===== src/rtl/fifo_cal_reg_if.sv =====
`default_nettype none
// ============================================================================
//  Module      : fifo_cal_reg_if
//  Description : Bundle between fifo_ns/FIFO top (master) and the fifo_cal_reg
//                sequential stage (slave).
//                next_state           : 3-bit action selected by fifo_ns
//                state, data_count    : fed back to fifo_ns
//                head, tail           : read / write pointers
//                we/waddr, re/raddr   : memory strobes and addresses
//                full, empty          : occupancy flags
//                wr_ack/wr_err/rd_ack/rd_err : single-cycle handshake pulses
//  Revision    : 1.0 - initial release
// ============================================================================
interface fifo_cal_reg_if #(
    parameter int AW = 3,
    parameter int CW = 4
);
    logic [2:0]    next_state;
    logic [2:0]    state;
    logic [CW-1:0] data_count;
    logic [AW-1:0] head;
    logic [AW-1:0] tail;
    logic          we;
    logic [AW-1:0] waddr;
    logic          re;
    logic [AW-1:0] raddr;
    logic          full;
    logic          empty;
    logic          wr_ack;
    logic          wr_err;
    logic          rd_ack;
    logic          rd_err;

    modport master (
        output next_state,
        input  state, data_count, head, tail, we, waddr, re, raddr,
        input  full, empty, wr_ack, wr_err, rd_ack, rd_err
    );

    modport slave (
        input  next_state,
        output state, data_count, head, tail, we, waddr, re, raddr,
        output full, empty, wr_ack, wr_err, rd_ack, rd_err
    );
endinterface
`default_nettype wire


===== src/rtl/fifo_cal_reg.sv =====
`default_nettype none
// ============================================================================
//  Module      : fifo_cal_reg
//  Description : Sequential stage after fifo_ns in the FIFO. Registers the
//                selected action as the current state and performs it:
//                pointer/count update, memory strobes with addresses and
//                registered status/handshake flags. All outputs are one
//                clock after next_state.
//  Ports       : clk  - system clock, rising edge
//                rst  - synchronous active-high reset
//                bus  - fifo_cal_reg_if.slave (next_state in, all else out)
//  Revision    : 1.0 - initial release
// ============================================================================
module fifo_cal_reg #(
    parameter int DEPTH = 8,
    parameter int AW    = 3,
    parameter int CW    = 4
) (
    input  wire logic         clk,
    input  wire logic         rst,
    fifo_cal_reg_if.slave     bus
);

    typedef enum logic [2:0] {
        ST_INIT     = 3'b000,
        ST_WRITE    = 3'b001,
        ST_WR_ERROR = 3'b010,
        ST_NO_OP    = 3'b011,
        ST_READ     = 3'b101,
        ST_RD_ERROR = 3'b110
    } state_t;

    localparam logic [CW-1:0] c_FULL = CW'(DEPTH);
    localparam logic [AW-1:0] c_LAST = AW'(DEPTH - 1);

    logic [2:0]    r_state;
    logic [CW-1:0] r_count, w_count;
    logic [AW-1:0] r_head,  w_head;
    logic [AW-1:0] r_tail,  w_tail;
    logic          r_we,    w_we;
    logic [AW-1:0] r_waddr, w_waddr;
    logic          r_re,    w_re;
    logic [AW-1:0] r_raddr, w_raddr;
    logic          r_full,  r_empty;
    logic          r_wr_ack, w_wr_ack;
    logic          r_wr_err, w_wr_err;
    logic          r_rd_ack, w_rd_ack;
    logic          r_rd_err, w_rd_err;

    // Pointer increment modulo DEPTH (also correct for non-power-of-two).
    function automatic logic [AW-1:0] f_inc(input logic [AW-1:0] p);
        return (p == c_LAST) ? '0 : p + AW'(1);
    endfunction

    // Action decode is driven by next_state; the registered state is only
    // a copy for fifo_ns. Illegal encodings fall into the default (no-op).
    always_comb begin
        w_count  = r_count;
        w_head   = r_head;
        w_tail   = r_tail;
        w_we     = 1'b0;
        w_waddr  = r_waddr;
        w_re     = 1'b0;
        w_raddr  = r_raddr;
        w_wr_ack = 1'b0;
        w_wr_err = 1'b0;
        w_rd_ack = 1'b0;
        w_rd_err = 1'b0;
        case (bus.next_state)
            ST_INIT: begin
                w_count = '0;
                w_head  = '0;
                w_tail  = '0;
            end
            ST_WRITE: begin
                // A write while full is a fifo_ns fault; degrade to overflow.
                if (r_count != c_FULL) begin
                    w_we     = 1'b1;
                    w_waddr  = r_tail;
                    w_tail   = f_inc(r_tail);
                    w_count  = r_count + CW'(1);
                    w_wr_ack = 1'b1;
                end else begin
                    w_wr_err = 1'b1;
                end
            end
            ST_WR_ERROR: w_wr_err = 1'b1;
            ST_READ: begin
                if (r_count != '0) begin
                    w_re     = 1'b1;
                    w_raddr  = r_head;
                    w_head   = f_inc(r_head);
                    w_count  = r_count - CW'(1);
                    w_rd_ack = 1'b1;
                end else begin
                    w_rd_err = 1'b1;
                end
            end
            ST_RD_ERROR: w_rd_err = 1'b1;
            default: ;
        endcase
    end

    always_ff @(posedge clk) begin
        if (rst) begin
            r_state  <= ST_INIT;
            r_count  <= '0;
            r_head   <= '0;
            r_tail   <= '0;
            r_we     <= 1'b0;
            r_waddr  <= '0;
            r_re     <= 1'b0;
            r_raddr  <= '0;
            r_full   <= 1'b0;
            r_empty  <= 1'b1;
            r_wr_ack <= 1'b0;
            r_wr_err <= 1'b0;
            r_rd_ack <= 1'b0;
            r_rd_err <= 1'b0;
        end else begin
            r_state  <= bus.next_state;
            r_count  <= w_count;
            r_head   <= w_head;
            r_tail   <= w_tail;
            r_we     <= w_we;
            r_waddr  <= w_waddr;
            r_re     <= w_re;
            r_raddr  <= w_raddr;
            // Flags follow the updated count in the same cycle.
            r_full   <= (w_count == c_FULL);
            r_empty  <= (w_count == '0);
            r_wr_ack <= w_wr_ack;
            r_wr_err <= w_wr_err;
            r_rd_ack <= w_rd_ack;
            r_rd_err <= w_rd_err;
        end
    end

    assign bus.state      = r_state;
    assign bus.data_count = r_count;
    assign bus.head       = r_head;
    assign bus.tail       = r_tail;
    assign bus.we         = r_we;
    assign bus.waddr      = r_waddr;
    assign bus.re         = r_re;
    assign bus.raddr      = r_raddr;
    assign bus.full       = r_full;
    assign bus.empty      = r_empty;
    assign bus.wr_ack     = r_wr_ack;
    assign bus.wr_err     = r_wr_err;
    assign bus.rd_ack     = r_rd_ack;
    assign bus.rd_err     = r_rd_err;

endmodule
`default_nettype wire


===== src/flat_wrapper.sv =====
// flat-port wrapper written by rule: the top's interface ports become plain ports
module fifo_cal_reg_flat 
#(
    parameter int DEPTH = 8,
    parameter int AW    = 3,
    parameter int CW    = 4
)
  (clk, rst, bus_next_state, bus_state, bus_data_count, bus_head, bus_tail, bus_we, bus_waddr, bus_re, bus_raddr, bus_full, bus_empty, bus_wr_ack, bus_wr_err, bus_rd_ack, bus_rd_err);
  fifo_cal_reg_if #(.AW(AW), .CW(CW)) bus_i ();
  input  wire logic clk;
  input  wire logic rst;
  input wire logic [$bits(bus_i.next_state)-1:0] bus_next_state;
  output wire logic [$bits(bus_i.state)-1:0] bus_state;
  output wire logic [$bits(bus_i.data_count)-1:0] bus_data_count;
  output wire logic [$bits(bus_i.head)-1:0] bus_head;
  output wire logic [$bits(bus_i.tail)-1:0] bus_tail;
  output wire logic [$bits(bus_i.we)-1:0] bus_we;
  output wire logic [$bits(bus_i.waddr)-1:0] bus_waddr;
  output wire logic [$bits(bus_i.re)-1:0] bus_re;
  output wire logic [$bits(bus_i.raddr)-1:0] bus_raddr;
  output wire logic [$bits(bus_i.full)-1:0] bus_full;
  output wire logic [$bits(bus_i.empty)-1:0] bus_empty;
  output wire logic [$bits(bus_i.wr_ack)-1:0] bus_wr_ack;
  output wire logic [$bits(bus_i.wr_err)-1:0] bus_wr_err;
  output wire logic [$bits(bus_i.rd_ack)-1:0] bus_rd_ack;
  output wire logic [$bits(bus_i.rd_err)-1:0] bus_rd_err;
  assign bus_i.next_state = bus_next_state;
  assign bus_state = bus_i.state;
  assign bus_data_count = bus_i.data_count;
  assign bus_head = bus_i.head;
  assign bus_tail = bus_i.tail;
  assign bus_we = bus_i.we;
  assign bus_waddr = bus_i.waddr;
  assign bus_re = bus_i.re;
  assign bus_raddr = bus_i.raddr;
  assign bus_full = bus_i.full;
  assign bus_empty = bus_i.empty;
  assign bus_wr_ack = bus_i.wr_ack;
  assign bus_wr_err = bus_i.wr_err;
  assign bus_rd_ack = bus_i.rd_ack;
  assign bus_rd_err = bus_i.rd_err;
  fifo_cal_reg #(.DEPTH(DEPTH), .AW(AW), .CW(CW)) u_core (.clk(clk), .rst(rst), .bus(bus_i));
endmodule

===== config.mk =====
export PLATFORM = sky130hd
export DESIGN_NAME = fifo_cal_reg_flat
export DESIGN_NICKNAME = d
export VERILOG_FILES = /design/src/rtl/fifo_cal_reg_if.sv /design/src/rtl/fifo_cal_reg.sv /design/src/flat_wrapper.sv
export SDC_FILE = /design/constraint.sdc
export NUM_CORES = 1
export LEC_CHECK = 0
export CORE_MARGIN = 2
export CORE_UTILIZATION = 25
export DETAILED_ROUTE_END_ITERATION = 16
export GPL_TIMING_DRIVEN = 0
export SLEW_MARGIN = 20
export SYNTH_ARGS = -nofsm -noshare
export SYNTH_HDL_FRONTEND = slang
export SYNTH_SLANG_ARGS = --single-unit
export TNS_END_PERCENT = 30

===== constraint.sdc =====
create_clock -name clk -period 2.65 [get_ports clk]
set_input_delay 0.53 -clock clk [delete_from_list [all_inputs] [get_ports clk]]
set_output_delay 0.53 -clock clk [all_outputs]
set_load 0.01 [all_outputs]

==> metrics, run 1 <==
CP Class=in -> reg; RSZ-0062 raised after global routing=false; total global-route track usage=10.1%; Worst path slowest cell=clkdlybuf4s50_1; crit path launch type=input port; Worst Hold Class=reg -> reg; Die H=73.0 µm; largest cells by area after synthesis=dfxtp_1 (42%), ha_1 (6.3%), nor2_1 (5.7%), a21oi_1 (4.2%), mux2i_1 (4.2%); Clock Latency Late Sink=0.26 ns; portion of total power attributed to the clock network=31.1%; total power draw=713 µW; FILL cells=486; CP max stage delay=0.52 ns; CP arrival=2.60 ns; Top delay family on crit path=buffers and inverters; WL final=2580 µm; Seq/Total Area, Yosys=42.1%; fin crit period=2.43 ns; Critical Path Fanout Max=7; Top FF cell, synth=dfxtp_1; FF-to-FF setup slack=0.30 ns; CP required=2.82 ns; cell taking the most area after synthesis=dfxtp_1; layout cells sized above 1=6.47%; non-filler instance count after layout=224; # diodes=0; Ports=32; H-tree Lvls=1; Final Cycle Share=91.8%; clock tree root driver cell=clkbuf_8; Placement Setup Slack=-0.0379 ns; antenna violations before repair=0; Post-Route Skew=0.00828 ns; area share of the largest cell type after synthesis=42.1%; CTS tree=done; drt pass-1 iters=6; largest net degree at the start of global routing=14; initial cell density of the core=25.5%; Syn Inst Count=136; Yosys warning count=0; Post-Syn Area per Cell=8.75 µm²; DIE AREA=0.00533 mm²; Combinational Power Share=14.2%; switching share of power=24.3%; Die W=73.0 µm; GPL Wtd Cong=0.812; register bit total from synthesis=25; CTS sink count=25; Synth Cell Area=0.00119 mm²; Final Max Slew Viols=0; commonest non-fill, non-tap cell in the layout=clkdlybuf4s50_1; Highest Signal Layer=met4; clock transition at the registers of the reported paths=0.09 ns; met2 wire length=1150 µm; I/O Buffers=30; fin util=34.4%; max-slew headroom at the worst pin=62.9%; number of max-cap violations=0; CP Buf/Inv Count=2; Met1 Wirelength=1250 µm; CTS Buffer Depth=2; endpoints failing setup=0; Cell variety after synth=33; ys async rst share=0%; sequential fraction of design power=54.7%; Met3 Routed Length=173 µm; run status=complete, no violations; Synth Net Count=147; num rows=25; post-route ant nets=0; DRC errors left=0; Peak VDD IR=197 µV; Internal=540 µW; dpl cell area=0.00156 mm²; Max Clk Rate=411 MHz; Pwr per Cell Area=445 mW/mm²; PnR worst setup slack=0.218 ns; commonest cells after routing, fill and taps aside=clkdlybuf4s50_1 (30), dfxtp_1 (25), nor2_1 (18); cts hold-fix bufs=0; NetSw=173 µW; Final HPWL DP=1940 µm; drt first-iter violations=54; critical path endpoint category=flip-flop; core area=0.00466 mm²; area grow syn2layout=34.7%; setup bufs post-CTS=0; Hold Fails Final Rpt=0; Lkg Pwr=0.624 nW; Via density=4.62; crit-path cells=clkdlybuf4s50_1 > nor3b_1 > nand2b_1 > clkbuf_1 > o311ai_1 > a2111oi_2 > o21a_1; post_cts resized=0; worst-margin pin slew=0.556 ns; final instance area=0.00160 mm²; number of buffers created by CTS=3; global-route wire length before repair=4310 µm; vias in the first global route=903; GRT Residual Overflow=0; fin nets=182; placed insts=220; Avg WL per Cell=11.5 µm; Vias=1034; Post-synth EDFFs=0
[logic make-up (layout without fill, tap and decap cells)]
family	after synthesis	in the layout	synth area share [%]
and+or+nand+nor	56	56	25.0
AOI/OAI and AO/OA	26	26	14.7
DFF	25	25	42.1
buffers and inverters	16	50	6.20
adders and majority gates	6	6	6.31
muxes	5	5	4.21
xor gates and xnor gates	2	2	1.47
[power by group through the flow]
stage / Combinational, mW / Sequential (mW) / Clock (mW)
final: 0.101 / 0.390 / 0.222
after CTS: 0.101 / 0.390 / 0.233
after detailed placement: 0.101 / 0.399 / 0
after floorplan: 0.0586 / 0.403 / 0
after global routing: 0.110 / 0.392 / 0.245
after global placement: 0.101 / 0.399 / 0
[registers in the layout (all words and copies together), names as in the netlist, 3 cells and up]
signal                 cells
u_core.bus.state           3
u_core.bus.raddr           3
u_core.bus.waddr           3
u_core.bus.data_count      4
u_core.bus.tail            3
u_core.bus.head            3
[stage by stage]
| stage | setup TNS, ns | hold WS (ns) |
|---|---|---|
| 6_report | 0 | 0.458 |
| 3_5_place_dp | -0.0507 | 0.457 |
| 5_1_grt | 0 | 0.490 |
| 4_1_cts | 0 | 0.469 |
| 2_1_floorplan | 0 | 0.481 |
| 3_3_place_gp | -0.178 | 0.449 |
[final timing paths]
| path | endpoint | startpoint | cells past startpoint |
|---|---|---|---|
| hold reg to reg | u_core.bus.waddr[2] | u_core.bus.waddr[2] | 2 |
| hold / removal | u_core.bus.waddr[2] | u_core.bus.waddr[2] | 2 |
| setup reg to reg | u_core.bus.full | u_core.bus.data_count[0] | 7 |
| setup / recovery | u_core.bus.empty | bus_next_state[2] | 7 |
[per-layer routing]
metal / vias up / global-route usage (%)
met3: 2 / 2.35
met2: 38 / 16.1
met5: - / 0
li1: 539 / -
met1: 455 / 13.9
met4: 0 / 1.85
[worst register-to-register path: stages, from the launching register on]
cell and delay [ns]:
dfxtp_1 0.51, inv_1 0.11, ha_1 0.27, nor4bb_1 0.16, or3_4 0.36, a22o_1 0.27, a2111oi_2 0.44, nor2b_1 0.19
[synth_stat cells, types with 2 or more instances]
| cell type | instances |
|---|---|
| inv_1 | 7 |
| dfxtp_1 | 25 |
| clkbuf_1 | 4 |
| mux2i_1 | 5 |
| a21oi_1 | 10 |
| nor3b_1 | 2 |
| a21boi_0 | 2 |
| nor3_1 | 5 |
| nand2_1 | 7 |
| a22oi_1 | 2 |
| nand3_1 | 6 |
| o21ai_0 | 3 |
| o21a_1 | 2 |
| buf_4 | 3 |
| nor2_1 | 18 |
| ha_1 | 6 |
| nor2b_1 | 6 |
| buf_2 | 2 |
| and3b_1 | 2 |
| nand2b_1 | 6 |
[area by class of cell]
| cell class | count | area, µm² | share of cell area, % |
|---|---|---|---|
| Sequential cell | 25 | 500 | 31.2 |
| Inverter | 7 | 26.3 | 1.64 |
| Clock buffer | 4 | 45.0 | 2.81 |
| Buffer | 9 | 47.5 | 2.97 |
| Tap cell | 54 | 67.6 | 4.22 |
| Multi-Input combinational cell | 95 | 616 | 38.4 |
| Timing Repair Buffer | 30 | 300 | 18.7 |
(Power assumes the default switching activity.)
==> run 2, diff against run 1 <==
--- a/config.mk
+++ b/config.mk
@@ -8,7 +8,8 @@
 export CORE_MARGIN = 2
 export CORE_UTILIZATION = 25
 export DETAILED_ROUTE_END_ITERATION = 16
-export GPL_TIMING_DRIVEN = 0
+export PLACE_DENSITY_LB_ADDON = 0.05
+export RECOVER_POWER = 25
 export SLEW_MARGIN = 20
 export SYNTH_ARGS = -nofsm -noshare
 export SYNTH_HDL_FRONTEND = slang
==> run 2 against run 1 <==
  * Utilization rose by 0.64 points
  * Clock power rose by 3%
  * Global-route usage is 1.7 points higher
  * Largest power group unchanged
  * Largest cell class unchanged
  * Hold slack improved by 0.0057 ns
  * Via count decreased by 0.77%
  * Die area is the same
  * Critical endpoint is now u_core.bus.full
  * Worst setup slack gained 0.21 ns
==> metrics, run 2 (synthesis gave the netlist of run 1 again) <==
run status=complete, no violations; crit path from=bus_next_state[1]; RSZ-0062 raised after global routing=false; post-route ant nets=0 (unchanged); max-slew headroom at the worst pin=62.1% (-0.81 points); WL final=2810 µm (+8.9%); commonest non-fill, non-tap cell in the layout=dfxtp_1; number of max-cap violations=0 (unchanged); # diodes=0 (unchanged); worst-margin pin slew=0.567 ns (+0.0114 ns); Pwr per Cell Area=443 mW/mm² (-0.50%); largest net degree at the start of global routing=16 (+2); Clock Latency Late Sink=0.27 ns (about the same); Worst path slowest cell=dlygate4sd3_1; crit path launch type=input port; Lkg Pwr=0.650 nW (+4.3%); final instance area=0.00163 mm² (+1.9%); setup_tns=0 ns (unchanged); CP Class=in -> reg; CP max stage delay=0.73 ns (+0.21 ns); drt first-iter violations=48 (-11%); H-tree Lvls=1 (unchanged); commonest cells after routing, fill and taps aside=dfxtp_1 (25), clkdlybuf4s50_1 (23), nor2_1 (18); max reg flops=4 (unchanged); CP arrival=2.44 ns (-0.16 ns); Post-Route Skew=0.00721 ns (-0.00107 ns); cts hold-fix bufs=0 (unchanged); setup bufs post-CTS=0 (unchanged); Critical Path Fanout Max=10 (+3); Final HPWL DP=2180 µm (+12%); crit-path cells=dlygate4sd3_1 > and3b_1 > a32oi_1 > o311ai_1 > buf_4 > a2111oi_2 > nor2b_1; GRT Residual Overflow=0 (unchanged); post_cts resized=0 (unchanged); Top delay family on crit path=buffers and inverters; total global-route track usage=11.7% (+1.7 points); Ports=32 (unchanged); vias in the first global route=1007 (+12%); CP Buf/Inv Count=2 (unchanged); Hold Fails Final Rpt=0 (unchanged); Vias=1026 (-0.77%); Final Max Slew Viols=0 (unchanged); CTS sink count=25 (unchanged); Peak VDD IR=258 µV (+31%); Final Cycle Share=84.0% (-7.7 points); core area=0.00466 mm² (unchanged); endpoints failing setup=0 (unchanged); launching point of the worst reg2reg path=u_core.bus.data_count[1]; DIE AREA=0.00533 mm² (unchanged); I/O Buffers=31 (+3.3%); number of buffers created by CTS=3 (unchanged); CTS Buffer Depth=2 (unchanged); Hold Crit Start=u_core.bus.waddr[2]; clock tree root driver cell=clkbuf_8; layout cells sized above 1=8.77% (+2.3 points); global-route wire length before repair=4870 µm (+13%); Max Clk Rate=449 MHz (+9.2%); CP required=2.87 ns (+0.05 ns); dpl cell area=0.00159 mm² (+1.9%); Avg WL per Cell=12.5 µm (+8.5%); num rows=25 (unchanged); antenna violations before repair=0 (unchanged); DRC errors left=0 (unchanged); GPL Wtd Cong=0.830 (+2.3%); Die W=73.0 µm (unchanged); clock transition at the registers of the reported paths=0.09 ns (about the same); drt pass-1 iters=4 (-2); total power draw=723 µW (+1.4%); area grow syn2layout=37.2%; CTS tree=done; critical path endpoint category=flip-flop; fin nets=183 (+0.55%); fin crit period=2.23 ns (-0.205 ns); Worst Hold Class=reg -> reg; Via density=4.56 (-1.2%); Die H=73.0 µm (unchanged); initial cell density of the core=25.5% (unchanged)
-- run 2: tightest hold or removal path: stages (launching register included) --
cell     delay, ns
dfxtp_1       0.32
nand2_1       0.05
a21oi_1       0.05
-- run 2: final cells by class --
cell class,count,area (µm²)
clock buffers,3,41.3
flip-flops and latches,25,500
inverters,7,26.3
fillers,501,3030
well taps,54,67.6
repair buffers,40,374
multi-input cells,95,616
clock inverters,1,7.51
-- run 2: through the flow --
step                      setup slack, ns  hold WS, ns  util [%]  instances
after global placement              0.230        0.447      34.1        221
after global routing                0.303        0.476      35.0        225
final                               0.423        0.463      35.0        225
after floorplan                     0.538        0.481         -        136
after CTS                           0.494        0.463      35.1        225
after detailed placement            0.215        0.449      34.1        221
-- run 2: final timing paths --
| path | depth (start not counted) | endpoint | slack [ns] |
|---|---|---|---|
| setup reg to reg | 7 | u_core.bus.full | 0.50 |
| hold reg to reg | 2 | u_core.bus.waddr[2] | 0.46 |
| setup / recovery | 7 | u_core.bus.full | 0.42 |
| hold / removal | 2 | u_core.bus.waddr[2] | 0.46 |
-- run 2: power by group --
group          switching (mW)  total, mW  internal, mW
sequential            0.00449      0.388         0.384
combinational          0.0558      0.107        0.0510
clock                   0.121      0.228         0.106
total                   0.181      0.723         0.541
-- run 2: metal layers --
layer	wire [µm]	track usage, %	share of wire [%]
met5	0	0	0
met4	15	2.47	0.53
met3	121	3.59	4.3
met2	1210	18.6	43
met1	1460	15.7	52
==> run 3, diff against run 2 <==
==> constraint.sdc (replaced) <==
create_clock -name clk -period 2.3 [get_ports clk]
set_input_delay 0.46 -clock clk [delete_from_list [all_inputs] [get_ports clk]]
set_output_delay 0.46 -clock clk [all_outputs]
set_load 0.01 [all_outputs]
==> run 3 against run 2 <==
  * Sequential power increased by 15%
  * Global-route usage increased by 1.3 points
  * Worst setup slack worse by 0.23 ns
  * Critical path depth down 2
  * Combinational power is 32% higher
  * Largest power group unchanged
  * Via count up 6.1%
  * Register-to-register slack worse by 0.23 ns
  * Clock skew fell by 0.0046 ns
  * Wire length up 9.3%
  * Cell count up 4.9%
==> metrics, run 3 (synthesis gave the netlist of run 1 again) <==
Final HPWL DP=2290 µm (+4.8%); CP max stage delay=0.63 ns (-0.10 ns); Worst Hold Depth=2 (unchanged); sequential fraction of design power=52.5% (-1.2 points); CP Buf/Inv Count=1 (-1); Die W=73.0 µm (unchanged); RSZ-0062 raised after global routing=false; Internal=635 µW (+17%); num rows=25 (unchanged); Critical Path Fanout Max=5 (-5); setup bufs post-CTS=0 (unchanged); fin nets=194 (+6.0%); Placement Setup Slack=-0.0685 ns (-0.284 ns); cts hold-fix bufs=0 (unchanged); CP arrival=2.32 ns (-0.12 ns); CTS tree=done; CTS sink count=25 (unchanged); Final Max Slew Viols=0 (unchanged); Vias=1089 (+6.1%); Worst path slowest cell=dlygate4sd3_1; Final Cycle Share=91.8%; CTS Buffer Depth=2 (unchanged); endpoints failing setup=0 (unchanged); max-slew headroom at the worst pin=58.9% (-3.2 points); initial cell density of the core=25.5% (unchanged); DIE AREA=0.00533 mm² (unchanged); run status=complete, no violations; total global-route track usage=13.0% (+1.3 points); area grow syn2layout=44.3%; core area=0.00466 mm² (unchanged); # diodes=0 (unchanged); Clock Latency Late Sink=0.27 ns (about the same); GPL Wtd Cong=0.787 (-5.3%); clock tree root driver cell=clkbuf_8; fin util=36.8% (+1.8 points); Worst Hold Class=reg -> reg; post_cts resized=0 (unchanged); number of buffers created by CTS=3 (unchanged); number of max-cap violations=0 (unchanged); Peak VDD IR=168 µV (-35%); critical path endpoint category=flip-flop; largest net degree at the start of global routing=17 (+1); Ports=32 (unchanged); Hold Fails Final Rpt=0 (unchanged); Avg WL per Cell=13.0 µm (+4.2%); switching share of power=25.4% (+0.30 points); worst-margin pin slew=0.615 ns (+0.0475 ns); post-route ant nets=0 (unchanged); vias in the first global route=1031 (+2.4%); setup_tns=0 ns (unchanged); Via density=4.61 (+1.2%); CP required=2.51 ns (-0.36 ns); I/O Buffers=31 (unchanged); Lkg Pwr=0.713 nW (+9.7%); fin crit period=2.11 ns; drt first-iter violations=56 (+17%); H-tree Lvls=1 (unchanged); drt pass-1 iters=6 (+2); Post-Route Skew=0.00261 ns (-0.00459 ns); commonest non-fill, non-tap cell in the layout=dfxtp_1; commonest cells after routing, fill and taps aside=dfxtp_1 (25), clkdlybuf4s50_1 (22), buf_4 (20); NetSw=216 µW (+19%); clock transition at the registers of the reported paths=0.09 ns (about the same); Combinational Power Share=16.6% (+1.8 points); PnR worst setup slack=0.189 ns (-0.234 ns); WL final=3080 µm (+9.3%); Max Clk Rate=474 MHz; Die H=73.0 µm (unchanged); global-route wire length before repair=5290 µm (+8.5%); Top delay family on crit path=buffers and inverters; CP Class=in -> reg; GRT Residual Overflow=0 (unchanged); Pwr per Cell Area=496 mW/mm² (+12%); worst r2r path cells=7 (unchanged); portion of total power attributed to the clock network=31.0% (-0.5 points); crit path launch type=input port; antenna violations before repair=0 (unchanged); stages on the worst setup path=5 (-2); max reg flops=4 (unchanged); crit-path cells=dlygate4sd3_1 > or3_4 > a22o_1 > a2111oi_2 > nor2b_1; layout cells sized above 1=14.8% (+6.1 points); DRC errors left=0 (unchanged)
run 3: layer usage:
layer  vias to the layer above  GRT usage, %  wire length [µm]
met1                       505          19.3              1600
met4                         0          4.94                29
li1                        553             -                 -
met2                        29          18.7              1330
met3                         2          2.07               113
met5                         -             0                 0
run 3: stage by stage:
stage | cells | instance area [µm²] | hold WS (ns) | power (mW)
after global placement | 232 | 1670 | 0.447 | 0.601
after floorplan | 136 | 1190 | 0.481 | 0.531
final | 236 | 1720 | 0.466 | 0.851
after CTS | 236 | 1720 | 0.467 | 0.872
after detailed placement | 232 | 1670 | 0.453 | 0.601
after global routing | 236 | 1720 | 0.475 | 0.896
run 3: power by group through the flow:
stage / combinational (mW) / sequential, mW / clock, mW
final: 0.141 / 0.446 / 0.264
after global routing: 0.157 / 0.448 / 0.291
after CTS: 0.145 / 0.447 / 0.281
after detailed placement: 0.144 / 0.457 / 0
after global placement: 0.144 / 0.457 / 0
after floorplan: 0.0675 / 0.464 / 0
run 3: path summary, 6_finish.rpt:
path,startpoint,to,slack (ns)
min reg2reg,u_core.bus.waddr[1],u_core.bus.waddr[1],0.47
max,bus_next_state[1],u_core.bus.full,0.19
min,u_core.bus.waddr[1],u_core.bus.waddr[1],0.47
max reg2reg,u_core.bus.data_count[1],u_core.bus.full,0.27
run 3: final cells by class:
class | count | area, µm²
multi-input combinational | 95 | 616
sequential | 25 | 500
inverter | 7 | 26.3
fill | 476 | 2940
clock buffer | 3 | 41.3
clock inverter | 1 | 5.00
timing repair buffer | 51 | 460
tap | 54 | 67.6
run 3: worst register-to-register path, delay by kind of cell (launching register included):
family | cells | cell delay (ns)
flops | 1 | 0.37
buf+inv | 1 | 0.06
simple gates | 3 | 0.68
compound gates | 2 | 0.63
fa+ha+maj | 1 | 0.23
